**src/rtl/neo_fix_fetch.sv**
```systemverilog
// Fix-layer map fetch sequencer: reads one row of fix map words per line and
// replays each word on the P-bus with a doubled strobe for bankswitch snoopers.
module neo_fix_fetch #(
  parameter int          NUM_COLS   = 40,
  parameter logic [15:0] MAP_BASE   = 16'h7000,
  parameter logic [8:0]  FIRST_LINE = 9'd16
) (
  input  logic        CLK,
  input  logic        nRESET,
  input  logic        CLK_EN,
  input  logic        FIX_EN,
  input  logic        LINE_START,
  input  logic [8:0]  VCOUNT,
  output logic [15:0] VRAM_ADDR,
  output logic        VRAM_RD,
  input  logic        VRAM_ACK,
  input  logic [15:0] VRAM_DATA,
  output logic [10:0] ADDR,
  output logic [14:0] PBUS,
  output logic        PCK2B_EN,
  output logic [11:0] FIX_TILE,
  output logic [3:0]  FIX_PAL,
  output logic        TILE_VALID,
  output logic        BUSY
);

  typedef enum logic [2:0] {IDLE, SYNC_REQ, REQ, WAIT, STB1, STB2, NEXT} state_t;

  localparam logic [5:0] LAST_COL = 6'(NUM_COLS - 1);

  state_t      state;
  logic [5:0]  col;
  logic [4:0]  row;
  logic        is_sync;
  logic [15:0] data_q;
  logic [15:0] entry_addr, sync_addr;

  assign entry_addr = MAP_BASE | {5'd0, col, row};
  assign sync_addr  = MAP_BASE | 16'h07E2;

  always_ff @(posedge CLK) begin
    if (!nRESET) begin
      state      <= IDLE;
      col        <= '0;
      row        <= '0;
      is_sync    <= 1'b0;
      data_q     <= '0;
      VRAM_ADDR  <= '0;
      VRAM_RD    <= 1'b0;
      ADDR       <= '0;
      PBUS       <= '0;
      PCK2B_EN   <= 1'b0;
      FIX_TILE   <= '0;
      FIX_PAL    <= '0;
      TILE_VALID <= 1'b0;
      BUSY       <= 1'b0;
    end else begin
      PCK2B_EN   <= 1'b0;
      TILE_VALID <= 1'b0;
      if (LINE_START && state != IDLE) begin
        // Abort: acks are only taken in WAIT, so a late ack for the dropped
        // request lands while RD is low and is never consumed.
        VRAM_RD <= 1'b0;
        col     <= '0;
        row     <= VCOUNT[7:3];
        is_sync <= 1'b0;
        if (FIX_EN) begin
          state <= (VCOUNT == FIRST_LINE) ? SYNC_REQ : REQ;
        end else begin
          state <= IDLE;
          BUSY  <= 1'b0;
        end
      end else begin
        case (state)
          IDLE: if (LINE_START && FIX_EN) begin
            row   <= VCOUNT[7:3];
            col   <= '0;
            BUSY  <= 1'b1;
            state <= (VCOUNT == FIRST_LINE) ? SYNC_REQ : REQ;
          end
          SYNC_REQ: begin
            VRAM_ADDR <= sync_addr;
            VRAM_RD   <= 1'b1;
            is_sync   <= 1'b1;
            state     <= WAIT;
          end
          REQ: begin
            VRAM_ADDR <= entry_addr;
            VRAM_RD   <= 1'b1;
            is_sync   <= 1'b0;
            state     <= WAIT;
          end
          WAIT: if (VRAM_ACK) begin
            VRAM_RD <= 1'b0;
            ADDR    <= VRAM_ADDR[10:0];
            PBUS    <= VRAM_DATA[14:0];
            data_q  <= VRAM_DATA;
            state   <= STB1;
          end
          STB1: if (CLK_EN) begin
            PCK2B_EN <= 1'b1;
            state    <= STB2;
          end
          STB2: if (CLK_EN) begin
            PCK2B_EN <= 1'b1;
            if (!is_sync) begin
              FIX_TILE   <= data_q[11:0];
              FIX_PAL    <= data_q[15:12];
              TILE_VALID <= 1'b1;
            end
            state <= NEXT;
          end
          NEXT: begin
            if (!FIX_EN || (!is_sync && col == LAST_COL)) begin
              state <= IDLE;
              BUSY  <= 1'b0;
              col   <= '0;
            end else begin
              // The sync word does not consume a column.
              if (!is_sync) col <= col + 6'd1;
              state <= REQ;
            end
          end
          default: state <= IDLE;
        endcase
      end
    end
  end

endmodule

```
**config.mk**
```make
export PLATFORM = sky130hd
export DESIGN_NAME = neo_fix_fetch
export DESIGN_NICKNAME = d
export VERILOG_FILES = /design/src/rtl/neo_fix_fetch.sv
export SDC_FILE = /design/constraint.sdc
export NUM_CORES = 1
export LEC_CHECK = 0
export CORE_ASPECT_RATIO = 1.2
export CORE_MARGIN = 2
export CORE_UTILIZATION = 30
export DETAILED_ROUTE_END_ITERATION = 12
export GPL_TIMING_DRIVEN = 0
export PLACE_DENSITY = 0.67
export SLEW_MARGIN = 40
export SYNTH_ARGS = -nofsm -noshare
export SYNTH_HDL_FRONTEND = slang
export SYNTH_SLANG_ARGS = --single-unit
export TNS_END_PERCENT = 10
```
**constraint.sdc**
```tcl
create_clock -name CLK -period 1.4 [get_ports CLK]
set_input_delay 0.28 -clock CLK [delete_from_list [all_inputs] [get_ports CLK]]
set_output_delay 0.28 -clock CLK [all_outputs]
set_load 0.01 [all_outputs]
```
==> results by group <==
Layout
  • Layout net count: between 500 and 600
  • Diode count: 0
  • Multi-input gate area: 1584 um^2
  • Fillers: 1002
  • Area Overhead vs Synth: 55.33%
  • Final instance area: 4977 um^2
  • Final core occ: 0.4756
  • Most frequent cells in the layout: 68 x dfxtp_1, 56 x nand2_1, 51 x buf_4
  • Layout cells sized above 1: 0.2869
  • Non-Filler Instances: 617
  • Commonest non-fill, non-tap cell in the layout: dfxtp_1
  • Register area: 1489 um^2

Clock tree
  • CTS tree: done
  • CTS Buf Count: 9
  • Clock buffer depth: 2
  • Root Buffer: clkbuf_16
  • Clock latency on the worst-skew pair: 330 ps
  • Clock H-tree levels: 3
  • CTS Hold Buffers Added: 0
  • Clock Pin Slew Worst Setup and Hold Paths: 70 ps
  • CTS Sinks: 74

STA
  • Relative slew slack: 0.5849
  • Fmax: 613.0 MHz
  • Worst-Margin Slew: just over 600 ps
  • Fin. Hold Viols: 0
  • Hold_ws: 291.2 ps
  • Fin Clk Skew: roughly 14 ps
  • PnR worst setup slack: -231.4 ps
  • RSZ-0062 raised after global routing: true
  • Final setup TNS: -8174 ps
  • Fin. max-slew vios: 0
  • Period minus WS final: about 1600 ps
  • Final Setup Violations: 57
  • Fin crit share: 1.165

Setup path
  • Worst r2r path cells: 9
  • Cell mode on critical path: buf_6
  • Crit end category: register
  • Max incr delay on CP: 310 ps
  • WP data required: 1660 ps
  • CP Cell Sequence: buf_6 -> buf_8 -> buf_6 -> nor4b_4 -> buf_6 -> buf_12 -> buf_8 -> nand2_4 -> a21oi_2
  • Worst Setup Path Type: register to register
  • Crit path depth: 9
  • CP delay by family, top: buffers and inverters
  • Worst Path Buf+Inv: 6
  • CP Max Fanout: 7
  • CP max stage cell: dfxtp_2
  • CP Launch Type: register
  • Worst path arrival time: 1900 ps

Hold path
  • WHS Path Cells: 3
  • Hold WC Path Type: input pin to register

Floorplan
  • Initial core utilization: 0.3062
  • Die area: 11530 um^2
  • Die H: 117.2 um
  • Core area: 10470 um^2
  • Die W: 98.35 um
  • Cell Rows: 41
  • Io pins: 93

Power
  • P per Cell Area: 1005 nW/um^2
  • Static leakage: 2.251 nW
  • Peak supply drop: 0.5768 mV
  • Tot Pwr: approximately 5.0 mW

Placement
  • Port Buffers: just under 90
  • Placed cell areas: 4264 um^2
  • DP Worst Slack: -892.0 ps
  • RePlAce Congestion: approximately 0.91
  • HPWL Detailed: 6046 um
  • Total placed cells including tap cells: 578

Detailed routing
  • DRT Pass-1 Iters: 4
  • Wire per inst: approximately 15 um
  • Drt total wl: about 9000 um
  • Initial drt markers: 96
  • Via Count: 2956
  • Vias per Instance: around 4.8
  • Final ANT Viol Nets: 0
  • # DRC: 0

Status
  • Status: complete, but fails checks
  • Violated checks: negative setup slack

Yosys
  • Post-synth top area cell: dfxtp_1
  • Number of synthesized flops with an enable pin: 0
  • Yosys top cell area share: 0.4623
  • Synth Area per Inst: around 8.9 um^2
  • Netlist Area Pre-Place: 3204 um^2
  • Syn Inst Count: 359
  • Seq/Total Area, Yosys: 0.4623
  • Synth Flop Type: dfxtp_1
  • Async SR Flop Fraction: 0
  • Ranking of synthesized cells by area: dfxtp_1 46%, nand2_1 7.1%, mux2i_1 6.6%
  • #FFs+latches synth: 74
  • Unique masters post-synth: 53
  • Ys Warns: 0

Run
  • Max Cap Violations: 0

GRT
  • GRT Util Overall: 0.1505
  • First-pass GRT wire length: 13900 um
  • Initial antenna violation count: 0
  • Vias in the first global route: 2844
  • Grt total ovfl: 0
  • Pin count of the biggest net entering global routing: 15
==> cells in the mapped netlist, drive strengths merged (2+ instances only) <==
| master | n |
|---|---|
| nor2 | 44 |
| or3 | 2 |
| o31ai | 4 |
| nand4 | 3 |
| clkbuf | 10 |
| nand3 | 2 |
| o22ai | 7 |
| nand2 | 61 |
| mux2i | 21 |
| or4 | 4 |
| a21oi | 39 |
| dfxtp | 74 |
| nor2b | 4 |
| a211oi | 2 |
| o21ai | 8 |
| o21a | 2 |
| and2 | 3 |
| nand4bb | 2 |
| inv | 3 |
| nor3 | 4 |
| buf | 31 |
| nand2b | 4 |
| or3b | 2 |
| a22oi | 4 |
==> layout make-up <==
class,instances,area share
Multi-Input combinational cell,242,0.3183
Sequential cell,74,0.2991
Timing Repair Buffer,113,0.2177
Buffer,40,0.06762
Clock buffer,10,0.04801
Tap cell,129,0.03243
Clock inverter,6,0.01458
Inverter,3,0.002262
==> cells by family after synthesis <==
logic type / count (synthesis) / synth area share
DFF: 74 / 0.4623
xor gates and xnor gates: 2 / 0.005468
other: 1 / 0.001170
adders and majority gates: 1 / 0.003904
muxes: 21 / 0.06560
AOI/OAI and AO/OA: 75 / 0.1464
buffers and inverters: 44 / 0.09684
and+or+nand+nor: 141 / 0.2183
==> per-layer routing <==
metal / wire length (um) / GRT usage / vias up
met5: 0 / 0 / -
met4: 114 / 0.06119 / 0
met3: 522 / 0.03800 / 8
met2: 4476 / 0.2612 / 86
met1: 3837 / 0.1793 / 1399
li1: - / - / 1463
==> power breakdown <==
| group | internal [mW] | switching [mW] | total, mW |
|---|---|---|---|
| sequential | 2.14 | 0.0341 | 2.18 |
| combinational | 0.241 | 0.224 | 0.465 |
| clock | 1.45 | 0.911 | 2.36 |
| total | 3.83 | 1.17 | 5.00 |
==> worst reg2reg max path, stage by stage (launching register included) <==
cell and delay [ps]:
dfxtp_2 310, buf_6 130, buf_8 130, buf_6 120
nor4b_4 270, buf_6 190, buf_12 120, buf_8 120
nand2_4 50, a21oi_2 140
==> timing repair <==
action,CTS,global route
resized for setup,94,48
cloned,2,1
pin swaps,7,8
endpoints found under the setup margin,130,71
buffers inserted,10,11
==> flip-flops by register name (all words and copies together) (netlist names), 3 cells and up <==
name       count
PBUS          14
FIX_TILE      12
VRAM_ADDR     12
ADDR          11
col            6
row            5
FIX_PAL        4
state          3
==> final timing paths <==
| kind | to | slack, ps | from |
|---|---|---|---|
| worst max register to register | ADDR[8] | -230 | state[2] |
| worst min-delay path | BUSY | 290 | FIX_EN |
| worst max-delay path | ADDR[8] | -230 | state[2] |
| worst min register to register | ADDR[4] | 450 | ADDR[4] |
No activity file was read; power rests on OpenSTA's default activity.
